`src/rtl/riscy_pkg.sv`:
```
// Shared types and encodings for the multicycle RV32I control slice.
// State, opcode and datapath-select codes used by ctrl and its decoders.
package riscy_pkg;

  typedef enum logic [3:0] {
    S_FETCH    = 4'd0,
    S_DECODE   = 4'd1,
    S_MEMADR   = 4'd2,
    S_MEMREAD  = 4'd3,
    S_MEMWB    = 4'd4,
    S_MEMWRITE = 4'd5,
    S_EXECR    = 4'd6,
    S_EXECI    = 4'd7,
    S_ALUWB    = 4'd8,
    S_BRANCH   = 4'd9,
    S_JAL      = 4'd10,
    S_TRAP     = 4'd11
  } state_t;

  localparam logic [6:0] OP_LOAD   = 7'b0000011;
  localparam logic [6:0] OP_STORE  = 7'b0100011;
  localparam logic [6:0] OP_RTYPE  = 7'b0110011;
  localparam logic [6:0] OP_ITYPE  = 7'b0010011;
  localparam logic [6:0] OP_BRANCH = 7'b1100011;
  localparam logic [6:0] OP_JAL    = 7'b1101111;

  localparam logic [2:0] ALU_ADD = 3'b000;
  localparam logic [2:0] ALU_SUB = 3'b001;
  localparam logic [2:0] ALU_AND = 3'b010;
  localparam logic [2:0] ALU_OR  = 3'b011;
  localparam logic [2:0] ALU_SLT = 3'b101;

  localparam logic [1:0] RES_ALUOUT = 2'b00;
  localparam logic [1:0] RES_DATA   = 2'b01;
  localparam logic [1:0] RES_ALURES = 2'b10;

  localparam logic [1:0] SRCA_PC    = 2'b00;
  localparam logic [1:0] SRCA_OLDPC = 2'b01;
  localparam logic [1:0] SRCA_REGA  = 2'b10;

  localparam logic [1:0] SRCB_REGB = 2'b00;
  localparam logic [1:0] SRCB_IMM  = 2'b01;
  localparam logic [1:0] SRCB_FOUR = 2'b10;

  localparam logic [1:0] IMM_I = 2'b00;
  localparam logic [1:0] IMM_S = 2'b01;
  localparam logic [1:0] IMM_B = 2'b10;
  localparam logic [1:0] IMM_J = 2'b11;

  localparam logic [2:0] F3_ADD = 3'b000;
  localparam logic [2:0] F3_SLT = 3'b010;
  localparam logic [2:0] F3_OR  = 3'b110;
  localparam logic [2:0] F3_AND = 3'b111;
  localparam logic [2:0] F3_BEQ = 3'b000;
  localparam logic [2:0] F3_BNE = 3'b001;

  function automatic logic [1:0] imm_sel(input logic [6:0] op);
    logic [1:0] s;
    s = IMM_I;
    case (op)
      OP_STORE:  s = IMM_S;
      OP_BRANCH: s = IMM_B;
      OP_JAL:    s = IMM_J;
      default:   s = IMM_I;
    endcase
    return s;
  endfunction

endpackage

```
`src/rtl/ctrl_alu_dec.sv`:
```
// ALU operation decode for register and immediate arithmetic.
// Flags funct3 values outside the supported subset.
module ctrl_alu_dec
  import riscy_pkg::*;
(
  input  logic [6:0] op,
  input  logic [2:0] funct3,
  input  logic       funct7,
  output logic [2:0] alu_ctrl,
  output logic       bad
);

  logic is_r;

  assign is_r = (op == OP_RTYPE);

  always_comb begin
    alu_ctrl = ALU_ADD;
    bad      = 1'b0;
    case (funct3)
      F3_ADD:  alu_ctrl = (is_r && funct7) ? ALU_SUB : ALU_ADD;
      F3_SLT:  alu_ctrl = ALU_SLT;
      F3_OR:   alu_ctrl = ALU_OR;
      F3_AND:  alu_ctrl = ALU_AND;
      default: bad = 1'b1;
    endcase
  end

endmodule

```
`src/rtl/ctrl_multicycle.sv`:
```
// Multicycle RV32I control FSM: sequences fetch through writeback
// over a shared memory and ALU, with memory handshake and trap.
module ctrl_multicycle
  import riscy_pkg::*;
#(
  parameter bit MEM_HANDSHAKE = 1'b1,
  parameter bit BNE_EN        = 1'b1
) (
  input  logic       clk,
  input  logic       reset,
  input  logic [6:0] op,
  input  logic [2:0] funct3,
  input  logic       funct7,
  input  logic       Zero,
  input  logic       mem_ready,
  output logic       PCWrite,
  output logic       AdrSrc,
  output logic       MemWrite,
  output logic       IRWrite,
  output logic       RegWrite,
  output logic [1:0] ResultSrc,
  output logic [1:0] ALUSrcA,
  output logic [1:0] ALUSrcB,
  output logic [1:0] ImmSrc,
  output logic [2:0] ALUControl,
  output logic       instr_done,
  output logic       illegal
);

  state_t     state;
  state_t     nxt;
  logic       rdy;
  logic [2:0] alu_dec;
  logic       alu_bad;
  logic       br_ok;
  logic       br_take;

  logic       pcw;
  logic       adr;
  logic       mw;
  logic       irw;
  logic       rw;
  logic       done;
  logic       ill;
  logic [1:0] res;
  logic [1:0] srca;
  logic [1:0] srcb;
  logic [2:0] aluc;

  assign rdy = MEM_HANDSHAKE ? mem_ready : 1'b1;

  ctrl_alu_dec u_alu_dec (
    .op       (op),
    .funct3   (funct3),
    .funct7   (funct7),
    .alu_ctrl (alu_dec),
    .bad      (alu_bad)
  );

  assign br_ok = (funct3 == F3_BEQ)
               | (BNE_EN & (funct3 == F3_BNE));

  assign br_take = ((funct3 == F3_BEQ) & Zero)
                 | (BNE_EN & (funct3 == F3_BNE) & ~Zero);

  always_ff @(posedge clk) begin
    if (reset) state <= S_FETCH;
    else       state <= nxt;
  end

  always_comb begin
    nxt  = state;
    pcw  = 1'b0;
    adr  = 1'b0;
    mw   = 1'b0;
    irw  = 1'b0;
    rw   = 1'b0;
    done = 1'b0;
    ill  = 1'b0;
    res  = RES_ALUOUT;
    srca = SRCA_PC;
    srcb = SRCB_REGB;
    aluc = ALU_ADD;
    unique case (state)
      S_FETCH: begin
        srcb = SRCB_FOUR;
        res  = RES_ALURES;
        irw  = rdy;
        pcw  = rdy;
        if (rdy) nxt = S_DECODE;
      end
      S_DECODE: begin
        // branch/jal target lands in ALUOut here
        srca = SRCA_OLDPC;
        srcb = SRCB_IMM;
        case (op)
          OP_LOAD,
          OP_STORE:  nxt = S_MEMADR;
          OP_RTYPE:  nxt = S_EXECR;
          OP_ITYPE:  nxt = S_EXECI;
          OP_BRANCH: nxt = S_BRANCH;
          OP_JAL:    nxt = S_JAL;
          default:   nxt = S_TRAP;
        endcase
      end
      S_MEMADR: begin
        srca = SRCA_REGA;
        srcb = SRCB_IMM;
        nxt  = (op == OP_LOAD) ? S_MEMREAD : S_MEMWRITE;
      end
      S_MEMREAD: begin
        adr = 1'b1;
        if (rdy) nxt = S_MEMWB;
      end
      S_MEMWB: begin
        res  = RES_DATA;
        rw   = 1'b1;
        done = 1'b1;
        nxt  = S_FETCH;
      end
      S_MEMWRITE: begin
        adr  = 1'b1;
        mw   = 1'b1;
        done = rdy;
        if (rdy) nxt = S_FETCH;
      end
      S_EXECR,
      S_EXECI: begin
        srca = SRCA_REGA;
        srcb = (state == S_EXECR) ? SRCB_REGB : SRCB_IMM;
        aluc = alu_dec;
        nxt  = alu_bad ? S_TRAP : S_ALUWB;
      end
      S_ALUWB: begin
        rw   = 1'b1;
        done = 1'b1;
        nxt  = S_FETCH;
      end
      S_BRANCH: begin
        srca = SRCA_REGA;
        srcb = SRCB_REGB;
        aluc = ALU_SUB;
        pcw  = br_ok & br_take;
        done = br_ok;
        nxt  = br_ok ? S_FETCH : S_TRAP;
      end
      S_JAL: begin
        srca = SRCA_OLDPC;
        srcb = SRCB_FOUR;
        pcw  = 1'b1;
        nxt  = S_ALUWB;
      end
      S_TRAP: begin
        ill = 1'b1;
      end
      default: nxt = S_FETCH;
    endcase
  end

  // reset forces every enable and select low, aborting any access
  assign PCWrite    = ~reset & pcw;
  assign AdrSrc     = ~reset & adr;
  assign MemWrite   = ~reset & mw;
  assign IRWrite    = ~reset & irw;
  assign RegWrite   = ~reset & rw;
  assign instr_done = ~reset & done;
  assign illegal    = ~reset & ill;
  assign ResultSrc  = reset ? 2'b00 : res;
  assign ALUSrcA    = reset ? 2'b00 : srca;
  assign ALUSrcB    = reset ? 2'b00 : srcb;
  assign ALUControl = reset ? 3'b000 : aluc;
  assign ImmSrc     = reset ? 2'b00 : imm_sel(op);

endmodule

```
`config.mk`:
```
export PLATFORM = sky130hd
export DESIGN_NAME = ctrl_multicycle
export DESIGN_NICKNAME = d
export VERILOG_FILES = /design/src/rtl/riscy_pkg.sv /design/src/rtl/ctrl_alu_dec.sv /design/src/rtl/ctrl_multicycle.sv
export SDC_FILE = /design/constraint.sdc
export NUM_CORES = 1
export LEC_CHECK = 0
export BUFFER_PORTS_ARGS = -buffer_cell sky130_fd_sc_hd__buf_2
export CORE_MARGIN = 2
export CORE_UTILIZATION = 32
export CTS_CLUSTER_SIZE = 20
export DETAILED_ROUTE_END_ITERATION = 12
export GPL_TIMING_DRIVEN = 0
export PLACE_DENSITY_LB_ADDON = 0.2
export SYNTH_ARGS = -nofsm -noshare
export SYNTH_HDL_FRONTEND = slang
export SYNTH_SLANG_ARGS = --single-unit
```
`constraint.sdc`:
```
create_clock -name clk -period 5.4 [get_ports clk]
set_input_delay 1.62 -clock clk [delete_from_list [all_inputs] [get_ports clk]]
set_output_delay 1.62 -clock clk [all_outputs]
set_load 0.01 [all_outputs]
```
======== Word-level counts from Yosys, hierarchy flattened ========
Index checks and enable logic that the tools add are counted.
operators by class
  eq/ne operators ......................... 24
  muxes and demuxes ....................... 28
  bitwise operators ....................... 15
  reduce and logical (&&, ||, !) cells .... 13
operator list
  cell                  number
  $pmux W4 S9           1
  $pmux W4 S5           1
  $eq A4 B3 Y1 const B  4
  $eq A4 B4 Y1 const B  4
  $mux W4               4
  $eq A7 B6 Y1 const B  2
  $eq A7 B7 Y1 const B  2
  $reduce_or A2 Y1      7
  $pmux W2 S3           2
  $pmux W3 S4           1
  $and A1 B1 Y1         10
  $mux W2               5
  $eq A4 B2 Y1 const B  2
  $pmux W2 S2           2
  $reduce_or A4 Y1      2
  $eq A7 B2 Y1 const B  1
  $eq A7 B5 Y1 const B  1
  $mux W1               7
  $eq A3 B3 Y1 const B  2
  $mux W3               2
  $ne A2 B2 Y1 const B  3
  $pmux W1 S3           2
  $pmux W3 S2           1
  $eq A4 B1 Y1 const B  1
  8 further kinds       11
storage, ports and cells
  bits in registers ....................... 4
  bits of input ports ..................... 15
  output and inout port bits .............. 18
  logic and storage cells ................. 81

======== Logic depth before layout (Yosys ltp) ========
Gate-level depths: netlist (run 1).
  word-level depth ........................ 6
  depth in mapped cells ................... 6
  depth with buffers taken out ............ 5

======== By module ========
A second synthesis (run 1) with hierarchy kept.
unflattened totals
  cells, all modules ...................... 121
  area, all modules ....................... 788.3 sq um
modules (own cells, without submodules)
  module           times used  cells each  area an instance (sq um)  seq. area each (sq um)
  ctrl_multicycle  1           112         726.9                     80.1
  ctrl_alu_dec     1           9           61.3                      0.0

======== Worst setup path before layout (run 1) ========
Ideal clock, no wire load.
  path kind ............................... in2out
  start ................................... input op[2]
  end ..................................... output ALUControl[0]
  arrival time ............................ 2.610 ns
  required time ........................... 3.780 ns
  setup slack ............................. 1.170 ns
  stages on the path ...................... 5
  buffers on the path ..................... 0
  path through ............................ nand4bb_4 > nor2_2 > a21oi_1 > or3_1 > a21oi_1
between the ends
  cells in the longest elaborated chain, start to end .. 6
RTL lines
  element              RTL line                RTL
  start, declared      ctrl_multicycle.sv:11   input logic [6:0] op,
  $eq A7 B6 Y1         ctrl_alu_dec.sv:15      assign is_r = (op == OP_RTYPE);
  $logic_and A1 B1 Y1  ctrl_alu_dec.sv:21      F3_ADD: alu_ctrl = (is_r && funct7) ? ALU_SUB : ALU_ADD;
  $mux W1              ctrl_alu_dec.sv:21
  $pmux W3 S4          ctrl_alu_dec.sv:20      case (funct3)
  $pmux W3 S2          ctrl_multicycle.sv:84   unique case (state)
  $mux W3              ctrl_multicycle.sv:171  assign ALUControl = reset ? 3'b000 : aluc;
  end, declared        ctrl_multicycle.sv:25   output logic [2:0] ALUControl,
Every way passes these cells.

======== Final worst setup path (run 1) ========
Ends and elaborated chain as after synthesis.

==> implementation parameters, run 1 <==
Parameter                              Value

Cells and area
  Register containing the most flip-flops in the final layout ... state
  Regs by FF count ... state: 4 flops
  Proportion of layout cells with a drive suffix above 1 ... between 30% and 40%
  P&R area growth vs syn ... 29.29%
  Final cell utilization of the core ... a little over two fifths
  ANT cells ... 0
  Number of flip-flops under the largest register name ... 4
  Post-layout nets ... 163
  Filler Cell Count ... around 240

Power and ir drop
  Worst-case vdd ir drop ... about 150 µV
  Pwr/cell area ... 342.7 nW/µm²
  Static Leakage ... 0.0004235 µW

Worst setup path
  Crit Path Max Fanout ... 6
  Capturing element type of the critical path ... primary output
  Critical Path Start Type ... input pin
  Data required, critical path ... ~3.8 ns
  Crit path largest cell delay ... just over 0.3 ns
  Reg2Reg Setup Slack ... roughly 4 ns
  Critical path arrival ... about 2.9 ns
  WS Path Type ... input pin to primary output
  Slowest cell on the critical path ... or3_1
  Critical path, cell by cell ... buf_2 -> nand4bb_4 -> nor2_2 -> a21oi_1 -> or3_1 -> a21oi_1 -> buf_2

STA
  Maximum clock skew at final layout ... approximately 0.0011 ns
  Portion of the clock cycle consumed by the worst path in the final layout ... between 80 and 90%
  Final setup violation count ... 0
  Max-Slew Margin vs Limit ... approximately 68%
  Maximum clock frequency ... between 200 and 250 MHz
  Crit path time final ... roughly 4.5 ns
  Slew Viols, Final ... 0
  Post-route setup TNS ... 0 ns
  Actual slew at the worst max-slew pin ... roughly 0.48 ns
  Number of hold violations in the final report ... 0
  Unrepaired setup endpoints after global routing ... no

Synthesis
  Sequential element share of the synthesized area ... 10.77%
  Yosys warns ... 0
  Area fraction of the dominant cell type after synthesis ... between 10% and 20%
  Proportion of register bits with asynchronous set or reset after synthesis ... 0%
  Number of enable-type register cells in the synthesized netlist ... 0
  Synthesized area divided by synthesized cell count ... 6.696 µm²
  Most used flip-flop cell after synthesis ... dfxtp_1
  Mapped Area ... 743.2 µm²
  Cell taking the most area after synthesis ... dfxtp_1
  Number of distinct library cells after synthesis ... 42
  Synthesized netlist cell count ... 111
  Synthesis-stage register bit count ... 4
  Top area cells in the synthesized netlist ... dfxtp_1, nor2_1, a21oi_1, nor3_1, o21ai_0
  Synth Net Count ... about 130

Clock tree
  Sinks on the clock net ... 4
  Number of buffers inserted during clock tree synthesis ... 3
  CTS tree ... yes
  CTS clock-pin slew for the worst setup and hold paths ... 0.04 ns
  Post-CTS Hold Fix Bufs ... 0
  H-tree levels ... 1
  Gates resized, CTS repair ... 0
  Clock network latency to the later pin of the worst-skew pair ... 0.23 ns
  Post-CTS setup repair buffer count ... 0
  Deepest clock path buffer count ... 2
  Clock Root Buffer ... clkbuf_4

Place
  Routability Congestion ... a little over 0.8
  Detailed placement HPWL ... 1.779 mm
  Count of input and output buffers ... 32

Floorplan
  Initial core utilization ... 33.60%
  Die Span Y ... around 52 µm
  Overall die area ... around 2700 µm²
  Die width ... roughly 52 µm
  Standard cell core area ... about 2200 µm²
  Placement Rows ... 17
  I/O pins ... 33

Detailed routing
  Routed length per instance ... ~13 µm
  Number of optimization iterations in the first detailed-route pass ... 4
  Count of antenna-violating nets left after detailed routing ... 0
  DRC violation total after the first TritonRoute iteration ... 16
  Via total after detailed routing ... 960
  Drt drc ... 0
  Post-Route WL ... between 2 and 2.5 mm
  Post-detailed-route via-to-cell ratio ... 5.517

GRT
  Antenna violations before repair ... 0
  First-pass GRT wire length ... 3.822 mm
  Via count of the first global-routing pass ... about 900
  Remaining global-route overflow ... 0
  Total routing resource utilization after global routing ... a little under a fifth
  Maximum number of pins on one net before global-route repair ... 11

Status
  Status ... finished clean

Run
  Number of violations of the max-capacitance limit ... 0

Worst hold path
  Hold/Removal Path Class ... flop to flop
==> power breakdown <==
part | internal, µW | switching, µW | total (µW)
Sequential | 39.1 | 5.75 | 44.9
Combinational | 99.5 | 148 | 248
Clock | 24.8 | 12.0 | 36.8
==> placed cells by master, fill, tap and decap left out, types with 3 or more instances in the layout <==
cell type and count:
a211oi_1 4, a21oi_1 8, buf_2 37, clkbuf_4 3, dfxtp_1 4, inv_1 5, nand2_1 7, nand3b_1 4
nor2_1 13, nor2b_1 4, nor3_1 8, nor4_1 3, o21ai_0 7
==> final timing paths <==
kind / from / cells after the start / endpoint
max: op[2] / 7 / ALUControl[0]
min: state[1]$_SDFFE_PP0P_ / 3 / state[3]$_SDFFE_PP0P_
max reg2reg: state[0]$_SDFFE_PP0P_ / 5 / state[0]$_SDFFE_PP0P_
min reg2reg: state[1]$_SDFFE_PP0P_ / 3 / state[3]$_SDFFE_PP0P_
==> area by class of cell <==
cell class                      instances  area, µm²  share of cell area [%]
Inverter                                5      18.77                   1.953
Buffer                                  9      51.30                   5.339
Tap cell                               28      35.03                   3.646
Multi-Input combinational cell         93      593.1                   61.72
Clock buffer                            3      22.52                   2.344
Timing Repair Buffer                   32      160.2                   16.67
Sequential cell                         4      80.08                   8.333
==> cell families after synthesis <==
logic type | synth area share (%)
simple gates | 42.93
compound gates | 29.46
buf+inv | 9.428
xor+xnor | 4.715
flops | 10.77
mux | 2.694
==> critical path, delay by kind of cell <==
| kind | cells | cell delay (ns) |
|---|---|---|
| AOI/OAI and AO/OA | 2 | 0.23 |
| buffers and inverters | 2 | 0.25 |
| and+or+nand+nor | 3 | 0.77 |
==> per-layer routing <==
metal / track usage (%) / wire length (µm) / up-vias / part of all wire, %
met1: 24.87 / 1066 / 439 / 47
li1: - / - / 484 / -
met2: 28.69 / 1090 / 35 / 48
met5: 0 / 0 / - / 0
met3: 3.429 / 95 / 2 / 4.2
met4: 6.838 / 17 / 0 / 0.75
==> Yosys cell counts, drive strengths merged, types with 2 or more instances <==
master and number:
mux2i 2, nand3b 4, nor4 3, nor2b 4
a21oi 8, clkbuf 2, buf 7, a211oi 4
nand2 7, nor3 9, and3 2, nor2 15
o21ai 8, dfxtp 4, nand3 2, a31oi 2
xor2 2, xnor2 2, nand2b 2, inv 5
==> stage by stage <==
step / setup WS [ns] / total power [µW] / cell area (µm²) / instances / hold slack, ns
floorplan: 1.170 / 224.8 / 743.2 / 111 / 0.6497
global placement: 0.9306 / 289.5 / 938.4 / 171 / 0.7464
detailed placement: 0.9183 / 290.8 / 938.4 / 171 / 0.7510
CTS: 0.9145 / 329.7 / 960.9 / 174 / 0.7574
global route: 0.8447 / 364.9 / 960.9 / 174 / 0.7972
finish: 0.9219 / 329.3 / 960.9 / 174 / 0.7642
Power figures use the tool's default switching activity.
==> run 2, diff against run 1 <==
--- a/config.mk
+++ b/config.mk
@@ -5,6 +5,7 @@
 export SDC_FILE = /design/constraint.sdc
 export NUM_CORES = 1
 export LEC_CHECK = 0
+export ABC_AREA = 1
 export BUFFER_PORTS_ARGS = -buffer_cell sky130_fd_sc_hd__buf_2
 export CORE_MARGIN = 2
 export CORE_UTILIZATION = 32
==> constraint.sdc (replaced) <==
create_clock -name clk -period 4.6 [get_ports clk]
set_input_delay 1.38 -clock clk [delete_from_list [all_inputs] [get_ports clk]]
set_output_delay 1.38 -clock clk [all_outputs]
set_load 0.01 [all_outputs]
==> run 2 against run 1 <==
Combinational power shrank 11%. Sequential share of layout area is 1.1 points higher. Clock power rose by 10%. Non-clock buffer count down 8. Largest power group unchanged.
==> implementation parameters, run 2 <==
Parameter                              Value

Worst setup path
  Crit path buf inv count ... 2
  Crit Path Max Fanout ... 4
  Critical Path Start Type ... input pin
  Family of cells with the greatest summed delay on the critical path ... simple AND/OR/NAND/NOR gates
  Data required, critical path ... roughly 3.2 ns
  Capturing element type of the critical path ... primary output
  Reg2Reg Setup Slack ... around 3.3 ns
  Cell mode on critical path ... nor3_1
  Critical path arrival ... about 2.3 ns
  WS Path Type ... input pin to primary output
  Critical path, cell by cell ... buf_2 -> nor2_1 -> nand4_1 -> nor3_1 -> nor3_1 -> nor3_1 -> buf_2
  Slowest cell on the critical path ... nor3_1
  Crit path largest cell delay ... between 0.15 and 0.2 ns

STA
  Portion of the clock cycle consumed by the worst path in the final layout ... 80.06%
  Max-Slew Margin vs Limit ... 69.97%
  Maximum clock frequency ... between 200 and 300 MHz
  Maximum clock skew at final layout ... approximately 0.0013 ns
  Actual slew at the worst max-slew pin ... 0.4504 ns
  Slew Viols, Final ... 0
  Final setup violation count ... 0
  Unrepaired setup endpoints after global routing ... no
  Number of hold violations in the final report ... 0
  Crit path time final ... about 3.7 ns
  Post-route setup TNS ... 0 ns

Floorplan
  Overall die area ... ~2400 µm²
  Initial core utilization ... 33.07%
  Die Span Y ... approximately 49 µm
  Placement Rows ... 16
  Standard cell core area ... approximately 1900 µm²
  I/O pins ... 33
  Die width ... slightly below 50 µm

Clock tree
  CTS tree ... yes
  Clock network latency to the later pin of the worst-skew pair ... 0.23 ns
  Sinks on the clock net ... 4
  Gates resized, CTS repair ... 0
  H-tree levels ... 1
  CTS clock-pin slew for the worst setup and hold paths ... around 0.03 ns
  Clock Root Buffer ... clkbuf_4
  Deepest clock path buffer count ... 2
  Post-CTS Hold Fix Bufs ... 0
  Number of buffers inserted during clock tree synthesis ... 3
  Post-CTS setup repair buffer count ... 0

Synthesis
  Multiplexer fraction of the synthesized cell area ... 0%
  Number of enable-type register cells in the synthesized netlist ... 0
  Cell taking the most area after synthesis ... nand2_1
  Post-synthesis xor/xnor area fraction ... 1.378%
  Sequential element share of the synthesized area ... about 13%
  Top area cells in the synthesized netlist ... nand2_1, dfxtp_1, inv_1, nor2_1, nand3_1
  Post-synthesis compound-gate area fraction ... ~18%
  Most used flip-flop cell after synthesis ... dfxtp_1
  Yosys warns ... 0
  Synth Net Count ... 140
  Synthesized area divided by synthesized cell count ... around 5 µm²
  Proportion of register bits with asynchronous set or reset after synthesis ... 0%
  Synthesis-stage register bit count ... 4
  Dominant combinational cell family by area after synthesis ... simple AND/OR/NAND/NOR gates
  Library cell with the highest instance count after synthesis ... nand2_1
  Adder-cell share of the synthesized area ... 0%
  List of most frequent post-synthesis cells ... nand2_1, inv_1, nor2_1, nand3_1, a21oi_1
  Synthesized netlist cell count ... 125
  Simple-gate area share of the yosys netlist ... about half
  Number of distinct library cells after synthesis ... 22
  Area fraction of the dominant cell type after synthesis ... 12.99%
  Mapped Area ... approximately 640 µm²

Place
  Count of input and output buffers ... 31
  Placement Cell Area ... approximately 820 µm²
  Detailed placement HPWL ... roughly 1.6 mm
  # placed instances ... approximately 180
  Routability Congestion ... 0.8922

Cells and area
  Register containing the most flip-flops in the final layout ... state
  Most frequent cells in the layout ... buf_2, nand2_1, nor2_1, inv_1, nand3_1
  Post-layout nets ... 176
  Leading cell type in the layout, fill and taps excluded ... buf_2
  Regs by FF count ... state: 4 flops
  Proportion of layout cells with a drive suffix above 1 ... ~29%
  Post-Layout Cell Count ... 186
  P&R area growth vs syn ... 33.27%
  Design area ... about 850 µm²
  ANT cells ... 0
  Number of flip-flops under the largest register name ... 4
  Filler Cell Count ... approximately 250

Power and ir drop
  Portion of total power attributed to sequential cells ... 20.0%
  Static Leakage ... just under 0.0005 µW
  Part of the power in the clock network ... around 12%
  Internal Power ... around 150 µW
  Part of the total power dissipated in combinational logic ... about two thirds
  Worst-case vdd ir drop ... 185.3 µV
  Switching fraction of total power ... 52.81%
  Pwr/cell area ... 385.2 nW/µm²
  Switching Power ... between 150 and 200 µW

Detailed routing
  Post-detailed-route via-to-cell ratio ... 4.731
  Drt drc ... 0
  Via total after detailed routing ... between 800 and 900
  Routed length per instance ... 9.640 µm
  Count of antenna-violating nets left after detailed routing ... 0
  Post-Route WL ... 1.793 mm
  Number of optimization iterations in the first detailed-route pass ... 4
  DRC violation total after the first TritonRoute iteration ... 17

GRT
  Maximum number of pins on one net before global-route repair ... 11
  Remaining global-route overflow ... 0
  Via count of the first global-routing pass ... 745
  Total routing resource utilization after global routing ... between 10% and 20%
  First-pass GRT wire length ... 3.091 mm
  Antenna violations before repair ... 0

Worst hold path
  Hold/Removal Path Class ... flop to flop

Status
  Status ... finished clean

Run
  Number of violations of the max-capacitance limit ... 0
[run 2: metrics by stage]
step	setup slack, ns	util, %	total power [µW]	hold WS (ns)
after global placement	0.9336	42.90	284.2	0.5645
final	0.9174	44.08	326.3	0.5640
after floorplan	1.119	-	220.6	0.5166
after CTS	0.9051	44.08	329.6	0.5567
after detailed placement	0.9085	42.90	286.0	0.5511
after global routing	0.7794	44.08	360.7	0.6118
[run 2: final cells by class]
type | instances | area [µm²] | share of cell area [%]
buffer | 2 | 7.507 | 0.8863
clock buffer | 3 | 22.52 | 2.659
inverter | 26 | 98.84 | 11.67
multi-input combinational | 93 | 449.2 | 53.03
sequential | 4 | 80.08 | 9.453
tap | 27 | 33.78 | 3.988
timing repair buffer | 31 | 155.1 | 18.32
[run 2: final timing paths]
path | startpoint | cells past startpoint | to
max | op[3] | 7 | ALUControl[0]
min | state[0]$_SDFFE_PP0P_ | 2 | state[0]$_SDFFE_PP0P_
min reg2reg | state[0]$_SDFFE_PP0P_ | 2 | state[0]$_SDFFE_PP0P_
max reg2reg | state[3]$_SDFFE_PP0P_ | 7 | state[2]$_SDFFE_PP0P_
[run 2: power by group through the flow]
stage	logic (µW)	clock network, µW	registers (µW)
global route	249	44.8	66.7
detailed placement	221	0	65.5
floorplan	159	0	61.8
CTS	221	43.2	64.9
finish	221	40.6	65.2
global placement	219	0	65.3
[run 2: cells by family after synthesis]
family	after synthesis
flops	4
xor+xnor	1
simple gates	71
compound gates	21
buf+inv	28
[run 2: per-layer routing]
layer / global-route usage [%] / up-vias / part of all wire, %
met4: 1.429 / 0 / 0
met3: 2.469 / 0 / 5.5
li1: - / 475 / -
met1: 21.02 / 378 / 48
met5: 0 / - / 0
met2: 28.01 / 27 / 46
[run 2: tightest hold or removal path, stage by stage (launching register included)]
cell and delay (ns):
dfxtp_1 0.35, o21ai_0 0.10, a21oi_1 0.06
